File: config.mk
export PLATFORM = sky130hd
export DESIGN_NAME = orbit_lib_clk_gate_ctrl
export DESIGN_NICKNAME = d
export VERILOG_FILES = /design/src/rtl/orbit_lib_clk_gate_ctrl.sv
export SDC_FILE = /design/constraint.sdc
export NUM_CORES = 1
export LEC_CHECK = 0
export ABC_CLOCK_PERIOD_IN_PS = 3800
export CAP_MARGIN = 25
export CORE_MARGIN = 1
export CORE_UTILIZATION = 47
export CTS_CLUSTER_DIAMETER = 40
export DETAILED_ROUTE_END_ITERATION = 8
export PLACE_DENSITY = 0.88
export REMOVE_ABC_BUFFERS = 1
export SLEW_MARGIN = 20
export SYNTH_ARGS = -nofsm -noshare
export SYNTH_HDL_FRONTEND = slang
export SYNTH_SLANG_ARGS = --single-unit
File: constraint.sdc
create_clock -name clk -period 3.8 [get_ports clk]
set_input_delay 0.38 -clock clk [delete_from_list [all_inputs] [get_ports clk]]
set_output_delay 0.38 -clock clk [all_outputs]
set_load 0.005 [all_outputs]
File: src/rtl/orbit_lib_clk_gate_ctrl.sv
// Idle-detect enable controller for orbit_lib_clock_gating, clocked on the free-running clock.
// Optional ORBIT_CG_CTRL_STATS_EN adds a saturating count of gated cycles on o_gated_cycles.
module orbit_lib_clk_gate_ctrl #(
    parameter int IDLE_CYCLES = 16,
    parameter int WAKE_CYCLES = 2
) (
    input  logic        clk,
    input  logic        reset,
    input  logic        i_busy,
    input  logic        i_force_on,
    input  logic        i_wake_req,
    output logic        o_wake_ack,
    output logic        o_clk_en,
    output logic        o_gated,
    output logic [15:0] o_gated_cycles
);

    localparam int IDLE_W = $clog2(IDLE_CYCLES + 1);
    localparam int WAKE_W = $clog2(WAKE_CYCLES + 1);
    localparam logic [IDLE_W-1:0] IDLE_LAST = IDLE_W'(IDLE_CYCLES - 1);
    localparam logic [WAKE_W-1:0] WAKE_LAST = WAKE_W'(WAKE_CYCLES - 1);

    typedef enum logic [1:0] {
        ST_ON   = 2'd0,
        ST_IDLE = 2'd1,
        ST_OFF  = 2'd2,
        ST_WAKE = 2'd3
    } state_t;

    state_t              state;
    logic [IDLE_W-1:0]   idle_cnt;
    logic [WAKE_W-1:0]   wake_cnt;
    logic                activity;

    assign activity = i_busy | i_force_on | i_wake_req;

    // Enable and gated status only change on OFF entry/exit, so they are updated on those transitions.
    always_ff @(posedge clk) begin
        if (reset) begin
            state      <= ST_ON;
            idle_cnt   <= '0;
            wake_cnt   <= '0;
            o_clk_en   <= 1'b1;
            o_gated    <= 1'b0;
            o_wake_ack <= 1'b0;
        end else begin
            o_wake_ack <= i_wake_req &
                          (o_wake_ack | (state == ST_ON) | (state == ST_IDLE));

            case (state)
                ST_ON: begin
                    if (!activity) begin
                        state    <= ST_IDLE;
                        idle_cnt <= '0;
                    end
                end

                ST_IDLE: begin
                    if (activity) begin
                        state    <= ST_ON;
                        idle_cnt <= '0;
                    end else if (idle_cnt == IDLE_LAST) begin
                        // A still-high ack holds the count here until the handshake closes.
                        if (!o_wake_ack) begin
                            state    <= ST_OFF;
                            idle_cnt <= '0;
                            o_clk_en <= 1'b0;
                            o_gated  <= 1'b1;
                        end
                    end else begin
                        idle_cnt <= idle_cnt + 1'b1;
                    end
                end

                ST_OFF: begin
                    if (activity) begin
                        state    <= ST_WAKE;
                        wake_cnt <= '0;
                        o_clk_en <= 1'b1;
                        o_gated  <= 1'b0;
                    end
                end

                ST_WAKE: begin
                    if (wake_cnt == WAKE_LAST) begin
                        state    <= ST_ON;
                        wake_cnt <= '0;
                        idle_cnt <= '0;
                    end else begin
                        wake_cnt <= wake_cnt + 1'b1;
                    end
                end

                default: begin
                    state    <= ST_ON;
                    idle_cnt <= '0;
                    wake_cnt <= '0;
                    o_clk_en <= 1'b1;
                    o_gated  <= 1'b0;
                end
            endcase
        end
    end

`ifdef ORBIT_CG_CTRL_STATS_EN
    logic [15:0] gated_cnt;

    // Counts cycles with o_gated high, sticking at all-ones.
    always_ff @(posedge clk) begin
        if (reset) begin
            gated_cnt <= 16'd0;
        end else if (o_gated && (gated_cnt != 16'hFFFF)) begin
            gated_cnt <= gated_cnt + 16'd1;
        end
    end

    assign o_gated_cycles = gated_cnt;
`else
    assign o_gated_cycles = 16'd0;
`endif

endmodule

==> impl_metrics.json, run 1 <==
{
  "die_h_um": 41.1,
  "post_synth_top_area_cell": "sky130_fd_sc_hd__dfxtp_1",
  "detail-route-antenna-nets": 0,
  "setup-tns-final_ns": 0,
  "top_cell_type_s_share_of_synthesized_area_pct": 33.4,
  "crit_path_cell_chain": "clkdlybuf4s50_1 -> or3_4 -> nor2b_4 -> a311oi_4 -> a311oi_2",
  "tritoncts": "built",
  "worst-endpoint-arrival_ns": 1.85,
  "worst_hold_path_type": "reg2reg",
  "hold-worst-slack_ns": 0.460,
  "worstSkewPairLatency_ns": 0.28,
  "routabilityCongestion": 0.766,
  "final-hold-violation-count": 0,
  "final_util_pct": 55.6,
  "post_synth_main_area_contributors": "sky130_fd_sc_hd__dfxtp_1 33%, sky130_fd_sc_hd__buf_4 17%, sky130_fd_sc_hd__a21oi_1 4.2%, sky130_fd_sc_hd__a311oi_4 3.7%, sky130_fd_sc_hd__nand2b_1 3.5%",
  "ys_ff_latch": 12,
  "detail_route.wl_per_cell_um": 11.7,
  "final_power_mw": 0.250,
  "post_synth_inst_count": 80,
  "post_route_cells_drive_above_1_share_pct": 11.5,
  "cts.root.buffer_cell": "sky130_fd_sc_hd__clkbuf_4",
  "drt_drc_violations_left": 0,
  "layout_worst_path_cycle_share_pct": 44.7,
  "sequential_element_share_of_the_synthesized_area_pct": 33.4,
  "crit_path_start_kind": "input port",
  "vdd_ir_drop_max_mv": 0.203,
  "floorplan.die.width_um": 41.1,
  "path_clk_slew_ns": 0.08,
  "power.static_leakage_nw": 0.286,
  "grt_setup_unrepaired": "false",
  "top_level_ports": 24,
  "hold_buffers": 0,
  "synth_edf_count": 0,
  "globalRouteOverflowTotal": 0,
  "post_cts_resize_count": 0,
  "crit_path_max_fanout": 7,
  "drt-total-wl_um": 1190,
  "timing.fmax_mhz": 589,
  "grt_usage_pct": 16.8,
  "number_of_violations_of_the_max_capacitance_limit": 0,
  "timing_worst_setup_path_type": "in2reg",
  "unique_cell_type_count_in_the_yosys_netlist": 31,
  "grt_antenna_before_repair": 0,
  "insertedDiodeCount": 0,
  "power_density_nw_per_um2": 329,
  "synthToLayoutAreaGrowth_pct": 5.75,
  "netlist_area_um2": 718,
  "finalSetupViolations": 0,
  "first_global_vias": 411,
  "die-area_um2": 1690,
  "place_worst_setup_slack_ns": 1.80,
  "num_cts_buffers": 3,
  "drt-initial-drc-count": 7,
  "ys.warnings.count": 0,
  "worst_path_largest_cell_delay_ns": 0.44,
  "fp.coreArea_um2": 1370,
  "post_synth.cell_area_avg_um2": 8.98,
  "dp_cells": 98,
  "clk_path_buf_depth": 2,
  "rows": 13,
  "critPathCaptureType": "flop",
  "finish.instance_area_um2": 759,
  "clock_sinks": 12,
  "cp_data_required_time_ns": 3.95,
  "fin_max_slew_vios": 0,
  "wire_length_of_the_first_global_routing_pass_um": 1730,
  "dp_hpwl_um": 881,
  "first_pass_iters": 4,
  "htree_levels": 1,
  "clock_skew_ns": 0.00538,
  "critical-path-slowest-cell": "sky130_fd_sc_hd__or3_4",
  "layoutNonFillerInstCount": 102,
  "outcome": "finished clean",
  "ys_async_sr_fraction_pct": 0,
  "detailed_place.area_um2": 723,
  "drt-vias-per-instance": 5.06,
  "final_nets": 94,
  "pin_count_of_the_biggest_net_entering_global_routing": 14,
  "place.port_buffers": 7,
  "period_needed_ns": 1.70,
  "yosys-top-cells-count": "16 x sky130_fd_sc_hd__buf_4, 12 x sky130_fd_sc_hd__dfxtp_1, 6 x sky130_fd_sc_hd__a21oi_1",
  "yosysMostFrequentCell": "sky130_fd_sc_hd__buf_4",
  "vias": 516,
  "yosys_most_used_dff": "sky130_fd_sc_hd__dfxtp_1",
  "cts_setup_buffers": 0,
  "postLayoutSetupSlackWorst_ns": 2.10,
  "start_util_pct": 52.6
}
[cell families after synthesis]
logic type / count (synthesis) / share of synthesized area (%)
buf+inv: 24 / 22.1
fa+ha+maj: 1 / 1.74
simple gates: 24 / 22.3
other cells: 1 / 0.522
flops: 12 / 33.4
compound gates: 18 / 19.9
[per-layer routing]
layer	wire length (um)	vias up	GRT usage (%)
met1	519	229	17.5
met3	76	5	8.15
met5	0	-	0
met4	25	0	9.68
met2	569	23	27.3
li1	-	259	-
[sequential cells by signal (all words and copies together), names as in the netlist, named ones only]
name        cells
wake_cnt        2
state           1
o_clk_en        1
o_gated         1
o_wake_ack      1
idle_cnt        5
[path summary, 6_finish.rpt]
| check | endpoint | start | slack [ns] | cells past startpoint |
|---|---|---|---|---|
| max | idle_cnt[2] | i_force_on | 2.10 | 5 |
| min | idle_cnt[4] | idle_cnt[4] | 0.46 | 2 |
| max reg2reg | idle_cnt[2] | idle_cnt[0] | 2.24 | 4 |
| min reg2reg | idle_cnt[4] | idle_cnt[4] | 0.46 | 2 |
[power by group]
group	switching [mW]	internal, mW	leakage [nW]	total (mW)
Clock	0.0443	0.0583	0.0210	0.103
Combinational	0.0108	0.00832	0.168	0.0191
Sequential	0.00151	0.127	0.0970	0.128
[worst max-delay path: cells and delay by family]
kind	cells	cell delay [ns]
AO/OA/AOI/OAI	2	0.46
buffers and inverters	1	0.40
AND/OR/NAND/NOR	2	0.60
[cell usage in the layout (no fill, tap or decap)]
cell type                         count
sky130_fd_sc_hd__a311oi_4             1
sky130_fd_sc_hd__and4b_1              1
sky130_fd_sc_hd__a221oi_1             1
sky130_fd_sc_hd__or3_1                1
sky130_fd_sc_hd__clkbuf_8             1
sky130_fd_sc_hd__dfxtp_1             12
sky130_fd_sc_hd__o31ai_1              1
sky130_fd_sc_hd__a311oi_2             1
sky130_fd_sc_hd__a221o_1              1
sky130_fd_sc_hd__clkbuf_4             3
sky130_fd_sc_hd__nand3_1              4
sky130_fd_sc_hd__nor2_4               1
sky130_fd_sc_hd__clkdlybuf4s50_1      7
sky130_fd_sc_hd__a211oi_1             1
sky130_fd_sc_hd__ha_1                 1
sky130_fd_sc_hd__o211ai_1             1
sky130_fd_sc_hd__conb_1              16
sky130_fd_sc_hd__a311o_1              1
sky130_fd_sc_hd__nor3b_1              1
sky130_fd_sc_hd__inv_1                5
sky130_fd_sc_hd__nand2b_1             4
sky130_fd_sc_hd__nor2b_4              1
sky130_fd_sc_hd__and2_1               2
sky130_fd_sc_hd__o21ai_1              4
sky130_fd_sc_hd__or3_4                1
sky130_fd_sc_hd__a21oi_1              6
sky130_fd_sc_hd__nor4_2               1
sky130_fd_sc_hd__nand2_1              5
sky130_fd_sc_hd__nand3b_1             1
sky130_fd_sc_hd__nor2_1               1
[final cells by class]
type,instances,area [um^2]
fill,133,607
clock buffer,4,36.3
sequential,12,240
timing repair buffer,7,70.1
inverter,5,18.8
tap,15,18.8
multi-input combinational,59,375
(Power assumes the default switching activity.)
==> inputs of run 2 (changes only) <==
--- a/config.mk
+++ b/config.mk
@@ -5,13 +5,13 @@
 export SDC_FILE = /design/constraint.sdc
 export NUM_CORES = 1
 export LEC_CHECK = 0
-export ABC_CLOCK_PERIOD_IN_PS = 3800
+export ABC_CLOCK_PERIOD_IN_PS = 1500
 export CAP_MARGIN = 25
 export CORE_MARGIN = 1
-export CORE_UTILIZATION = 47
+export CORE_UTILIZATION = 39
 export CTS_CLUSTER_DIAMETER = 40
 export DETAILED_ROUTE_END_ITERATION = 8
-export PLACE_DENSITY = 0.88
+export PLACE_DENSITY = 0.79
 export REMOVE_ABC_BUFFERS = 1
 export SLEW_MARGIN = 20
 export SYNTH_ARGS = -nofsm -noshare
==> constraint.sdc (replaced) <==
create_clock -name clk -period 1.5 [get_ports clk]
set_input_delay 0.15 -clock clk [delete_from_list [all_inputs] [get_ports clk]]
set_output_delay 0.15 -clock clk [all_outputs]
set_load 0.005 [all_outputs]
==> run 2 against run 1 <==
Effect of this change: die area rose by 19%; sequential share of layout area fell by 2.9 points; sequential power rose to 2.5 times the previous value; first-iteration DRC count rose by 71%; routed wire length rose by 1.0%; flip-flop and latch count did not move; largest power group unchanged; critical path type is now reg2reg; core utilization fell by 6.4 points; critical path depth fell by 1; non-clock buffer count rose by 8; cell count rose by 18%.
==> impl_metrics.json, run 2 (synthesis results as in run 1) <==
{
  "outcome": "finished clean",
  "power_density_nw_per_um2": 759,
  "biggest_register": "idle_cnt",
  "top_level_ports": 24,
  "setup-tns-final_ns": 0,
  "clock_skew_ns": 0.00204,
  "insertedDiodeCount": 0,
  "first_pass_iters": 4,
  "cts_setup_buffers": 0,
  "flip_flop_count_of_the_largest_register_all_copies_and_words_added": 5,
  "finalSetupViolations": 0,
  "worst_hold_startpoint": "i_wake_req",
  "layoutNonFillerInstCount": 120,
  "crit_path_cell_chain": "ha_4 -> and4b_2 -> a311oi_4 -> a311oi_2",
  "post_route_cells_drive_above_1_share_pct": 24.2,
  "crit-reg2reg-launch": "idle_cnt[0]",
  "hold-worst-slack_ns": 0.430,
  "drt-vias-per-instance": 4.65,
  "num-fill-cells": 166,
  "critPathCaptureType": "flop",
  "mostFrequentLayoutCells": "16 x sky130_fd_sc_hd__conb_1, 9 x sky130_fd_sc_hd__dfxtp_1, 8 x sky130_fd_sc_hd__buf_4",
  "pin_count_of_the_biggest_net_entering_global_routing": 13,
  "detail_route.wl_per_cell_um": 10.0,
  "worstPathBufferInverterCount": 0,
  "period_needed_ns": 1.44,
  "dp_hpwl_um": 920,
  "commonest_non_fill_non_tap_cell_in_the_layout": "sky130_fd_sc_hd__conb_1",
  "worst_path_largest_cell_delay_ns": 0.40,
  "routabilityCongestion": 0.845,
  "die_h_um": 44.9,
  "power.static_leakage_nw": 0.324,
  "worstSkewPairLatency_ns": 0.28,
  "path_clk_slew_ns": 0.08,
  "rr_endpoint": "idle_cnt[2]",
  "place.port_buffers": 7,
  "start_util_pct": 41.6,
  "min_path_cells": 3,
  "clk_path_buf_depth": 2,
  "die-area_um2": 2020,
  "cp_data_required_time_ns": 1.65,
  "clock_sinks": 12,
  "wire_length_of_the_first_global_routing_pass_um": 2110,
  "grt_usage_pct": 14.4,
  "worst-endpoint-arrival_ns": 1.59,
  "num_cts_buffers": 3,
  "reg_top3": "idle_cnt (5), wake_cnt (2)",
  "vdd_ir_drop_max_mv": 0.337,
  "reg2reg_depth": 4,
  "globalRouteOverflowTotal": 0,
  "final-hold-violation-count": 0,
  "timing_worst_setup_path_type": "reg2reg",
  "detail-route-antenna-nets": 0,
  "htree_levels": 1,
  "critical-path-slowest-cell": "sky130_fd_sc_hd__a311oi_4",
  "layout_worst_path_cycle_share_pct": 95.8,
  "tritoncts": "built",
  "floorplan.die.width_um": 44.9,
  "drt-initial-drc-count": 12,
  "crit_path_start_kind": "flop",
  "regToRegSetupSlack_ns": 0.06,
  "grt_antenna_before_repair": 0,
  "first_global_vias": 494,
  "crit_path_max_fanout": 5,
  "drt-total-wl_um": 1200,
  "rows": 15,
  "number_of_violations_of_the_max_capacitance_limit": 0,
  "fin_max_slew_vios": 0,
  "dp_cells": 116,
  "critical-path-top-delay-family": "compound AO/OA/AOI/OAI gates",
  "final_nets": 102,
  "cts.root.buffer_cell": "sky130_fd_sc_hd__clkbuf_4",
  "timing.fmax_mhz": 696,
  "hold_path_end": "o_wake_ack",
  "drt_drc_violations_left": 0,
  "vias": 558,
  "synthToLayoutAreaGrowth_pct": 18.3,
  "worst_hold_path_type": "in2reg",
  "fp.coreArea_um2": 1730
}
-- run 2: cell count changes in the layout (fill, tap and decap cells not counted), sizes merged --
| cell | previous run | this run |
|---|---|---|
| buf | 0 | 8 |
-- run 2: routing by layer --
metal	vias to the layer above	routed length (um)	track usage [%]
met5	-	0	0
met4	0	23	9.09
met3	3	71	2.40
met2	22	545	21.8
met1	259	562	19.0
li1	274	-	-
-- run 2: timing repair --
item                                   4_1_cts  5_1_grt
setup endpoints to repair                    1        6
pin swaps                                    1        3
gates resized for setup                      0        6
cloned                                       0        0
hold buffers                                 0        0
endpoints found under the hold margin        0        0
-- run 2: area by class of cell --
class	count	area [um^2]	share of cell area [%]
tap	25	31.3	3.68
sequential	12	244	28.7
multi-input combinational	59	389	45.8
timing repair buffer	15	130	15.3
inverter	5	18.8	2.21
clock buffer	4	36.3	4.27
-- run 2: tightest hold or removal path: cells and delay by family --
| family | cells | cell delay (ns) |
|---|---|---|
| AOI/OAI and AO/OA | 1 | 0.04 |
| buffers and inverters | 2 | 0.48 |
-- run 2: worst max-delay path by stage --
stage                      startpoint           to  slack, ns  cells after the start
after floorplan           idle_cnt[0]  idle_cnt[2]       0.07                      4
after global placement     i_force_on  idle_cnt[2]      -0.20                      5
after detailed placement   i_force_on  idle_cnt[2]      -0.24                      5
after CTS                 idle_cnt[0]  idle_cnt[2]       0.03                      4
after global routing      idle_cnt[0]  idle_cnt[2]     -0.004                      4
final                     idle_cnt[0]  idle_cnt[2]       0.06                      4
-- run 2: power breakdown --
group	leakage, nW	switching [mW]	internal, mW	total (mW)
combinational	0.205	0.0283	0.0252	0.0535
sequential	0.0985	0.00332	0.321	0.324
clock	0.0210	0.119	0.148	0.267
-- run 2: stage by stage --
stage                     instance area [um^2]  worst slack, ns  total power [mW]  util [%]
after floorplan                            634           0.0741             0.358         -
after global placement                     796           -0.201             0.384      46.1
after detailed placement                   796           -0.241             0.385      46.1
after CTS                                  832           0.0290             0.648      48.2
after global routing                       850         -0.00438             0.679      49.2
final                                      850           0.0623             0.645      49.2
==> inputs of run 3 (changes only) <==
--- a/config.mk
+++ b/config.mk
@@ -11,6 +11,8 @@
 export CORE_UTILIZATION = 39
 export CTS_CLUSTER_DIAMETER = 40
 export DETAILED_ROUTE_END_ITERATION = 8
+export GPL_TIMING_DRIVEN = 0
+export MAX_ROUTING_LAYER = met4
 export PLACE_DENSITY = 0.79
 export REMOVE_ABC_BUFFERS = 1
 export SLEW_MARGIN = 20
==> run 3 against run 2 <==
Effect of this change: clock power is 31% lower; fmax is 1.4% lower; flip-flop and latch count did not move; critical path depth stayed put; non-clock buffer count down 6; setup slack worse by 0.021 ns; sequential power about the same; critical path type unchanged; largest cell class unchanged; largest power group unchanged.
==> impl_metrics.json, run 3 (synthesis results as in run 1) <==
{
  "cp_data_required_time_ns": 1.64,
  "tritoncts": "built",
  "start_util_pct": 41.6,
  "clock_sinks": 12,
  "globalRouteOverflowTotal": 0,
  "mostFrequentLayoutCells": "16 x sky130_fd_sc_hd__conb_1, 8 x sky130_fd_sc_hd__dfxtp_1, 6 x sky130_fd_sc_hd__a21oi_1",
  "layoutNonFillerInstCount": 113,
  "die_h_um": 44.9,
  "commonest_non_fill_non_tap_cell_in_the_layout": "sky130_fd_sc_hd__conb_1",
  "rr_endpoint": "idle_cnt[2]",
  "clk_path_buf_depth": 2,
  "flip_flop_count_of_the_largest_register_all_copies_and_words_added": 5,
  "grt_usage_pct": 12.8,
  "fin_max_slew_vios": 0,
  "detail_route.wl_per_cell_um": 9.91,
  "hold-worst-slack_ns": 0.160,
  "biggest_register": "idle_cnt",
  "power_density_nw_per_um2": 703,
  "min_path_cells": 3,
  "detail-route-antenna-nets": 0,
  "critical-path-slowest-cell": "sky130_fd_sc_hd__a311oi_4",
  "first_pass_iters": 2,
  "timing_worst_setup_path_type": "reg2reg",
  "cts.root.buffer_cell": "sky130_fd_sc_hd__clkbuf_4",
  "wire_length_of_the_first_global_routing_pass_um": 1730,
  "final_power_mw": 0.562,
  "grt_antenna_before_repair": 0,
  "critical-path-top-delay-family": "compound AO/OA/AOI/OAI gates",
  "layout_worst_path_cycle_share_pct": 97.2,
  "drt-total-wl_um": 1120,
  "final-hold-violation-count": 0,
  "synthToLayoutAreaGrowth_pct": 11.3,
  "top_level_ports": 24,
  "post_route_cells_drive_above_1_share_pct": 19.3,
  "worst_path_largest_cell_delay_ns": 0.40,
  "period_needed_ns": 1.46,
  "routabilityCongestion": 0.750,
  "first_global_vias": 420,
  "crit_path_cell_chain": "ha_4 -> and4b_2 -> a311oi_4 -> a311oi_2",
  "num-fill-cells": 183,
  "path_clk_slew_ns": 0.07,
  "worst_hold_path_type": "in2reg",
  "drt-initial-drc-count": 10,
  "num_cts_buffers": 3,
  "seqCellArea_um2": 245,
  "finalSetupViolations": 0,
  "place.port_buffers": 7,
  "worst-endpoint-arrival_ns": 1.60,
  "path_depth": 4,
  "drt-vias-per-instance": 4.51,
  "timing.fmax_mhz": 686,
  "crit_path_max_fanout": 5,
  "vdd_ir_drop_max_mv": 0.402,
  "die-area_um2": 2020,
  "final_util_pct": 46.3,
  "fp.coreArea_um2": 1730,
  "worstSkewPairLatency_ns": 0.27,
  "htree_levels": 1,
  "maxSlewHeadroom_pct": 66.8,
  "clock_skew_ns": 0.00498,
  "pin_count_of_the_biggest_net_entering_global_routing": 14,
  "multi_input_combinational_cell_area_um2": 389,
  "insertedDiodeCount": 0,
  "number_of_violations_of_the_max_capacitance_limit": 0,
  "regToRegSetupSlack_ns": 0.04,
  "floorplan.die.width_um": 44.9,
  "worstSetupStartpoint": "idle_cnt[1]",
  "reg2reg_depth": 4,
  "dp_cells": 108,
  "grt_setup_unrepaired": "true",
  "timing_worst_slew_pin_value_ns": 0.496,
  "dp_hpwl_um": 839,
  "critPathCapture": "idle_cnt[2]",
  "final_nets": 96,
  "vias": 510,
  "crit_path_start_kind": "flop",
  "critPathCaptureType": "flop",
  "outcome": "finished clean",
  "hold_buffers": 0,
  "reg_top3": "idle_cnt (5), wake_cnt (2)",
  "power.static_leakage_nw": 0.314,
  "rows": 15,
  "worstPathBufferInverterCount": 0,
  "drt_drc_violations_left": 0,
  "crit-reg2reg-launch": "idle_cnt[1]"
}
run 3: cell count changes in the layout (fill, tap and decap cells not counted), sizes merged:
cell           previous run  this run
buf                       8         2
clkdlybuf4s50             7         4
dlymetal6s2s              0         3
clkbuf                    4         3
run 3: how the worst min path moves through the flow:
stage	start	to	slack [ns]
3_3_place_gp	idle_cnt[4]	idle_cnt[4]	0.44
2_1_floorplan	reset	idle_cnt[2]	0.22
4_1_cts	idle_cnt[4]	idle_cnt[4]	0.45
3_5_place_dp	idle_cnt[4]	idle_cnt[4]	0.44
5_1_grt	i_wake_req	o_wake_ack	0.18
6_report	i_wake_req	o_wake_ack	0.16
run 3: per-layer routing:
metal	GRT usage, %	wire length (um)	vias to the layer above
li1	-	-	261
met3	4.80	72	4
met4	7.27	22	0
met5	-	0	-
met2	20.0	506	20
met1	13.9	519	225
run 3: cell type report:
| cell class | count | share of cell area (%) |
|---|---|---|
| tap | 25 | 3.91 |
| clock buffer | 3 | 2.82 |
| multi-input combinational | 59 | 48.7 |
| sequential | 12 | 30.7 |
| timing repair buffer | 9 | 11.6 |
| inverter | 5 | 2.35 |
run 3: timing repair:
action | in CTS | in global routing
endpoints found under the setup margin | 5 | 6
resized for setup | 3 | 7
pin swaps | 2 | 4
setup buffers | 0 | 2
run 3: power breakdown:
part	total, mW	switching, mW	internal [mW]	leakage [nW]
logic	0.0519	0.0291	0.0228	0.201
clock network	0.185	0.0926	0.0928	0.0138
registers	0.325	0.00407	0.321	0.0990
total	0.562	0.126	0.437	0.314
run 3: worst register-to-register path: cells and delay by family (launching register included):
family,cells,cell delay [ns]
AO/OA/AOI/OAI,2,0.55
adder cells (fa/ha/maj),1,0.16
flip-flops,1,0.34
AND/OR/NAND/NOR,1,0.28
run 3: stage by stage:
stage / worst slack (ns) / area (um^2) / TNS, ns
floorplan: 0.0741 / 634 / 0
finish: 0.0415 / 800 / 0
global route: -0.0228 / 800 / -0.0228
global placement: -0.265 / 736 / -1.57
detailed placement: -0.291 / 736 / -1.80
CTS: 0.00266 / 763 / 0
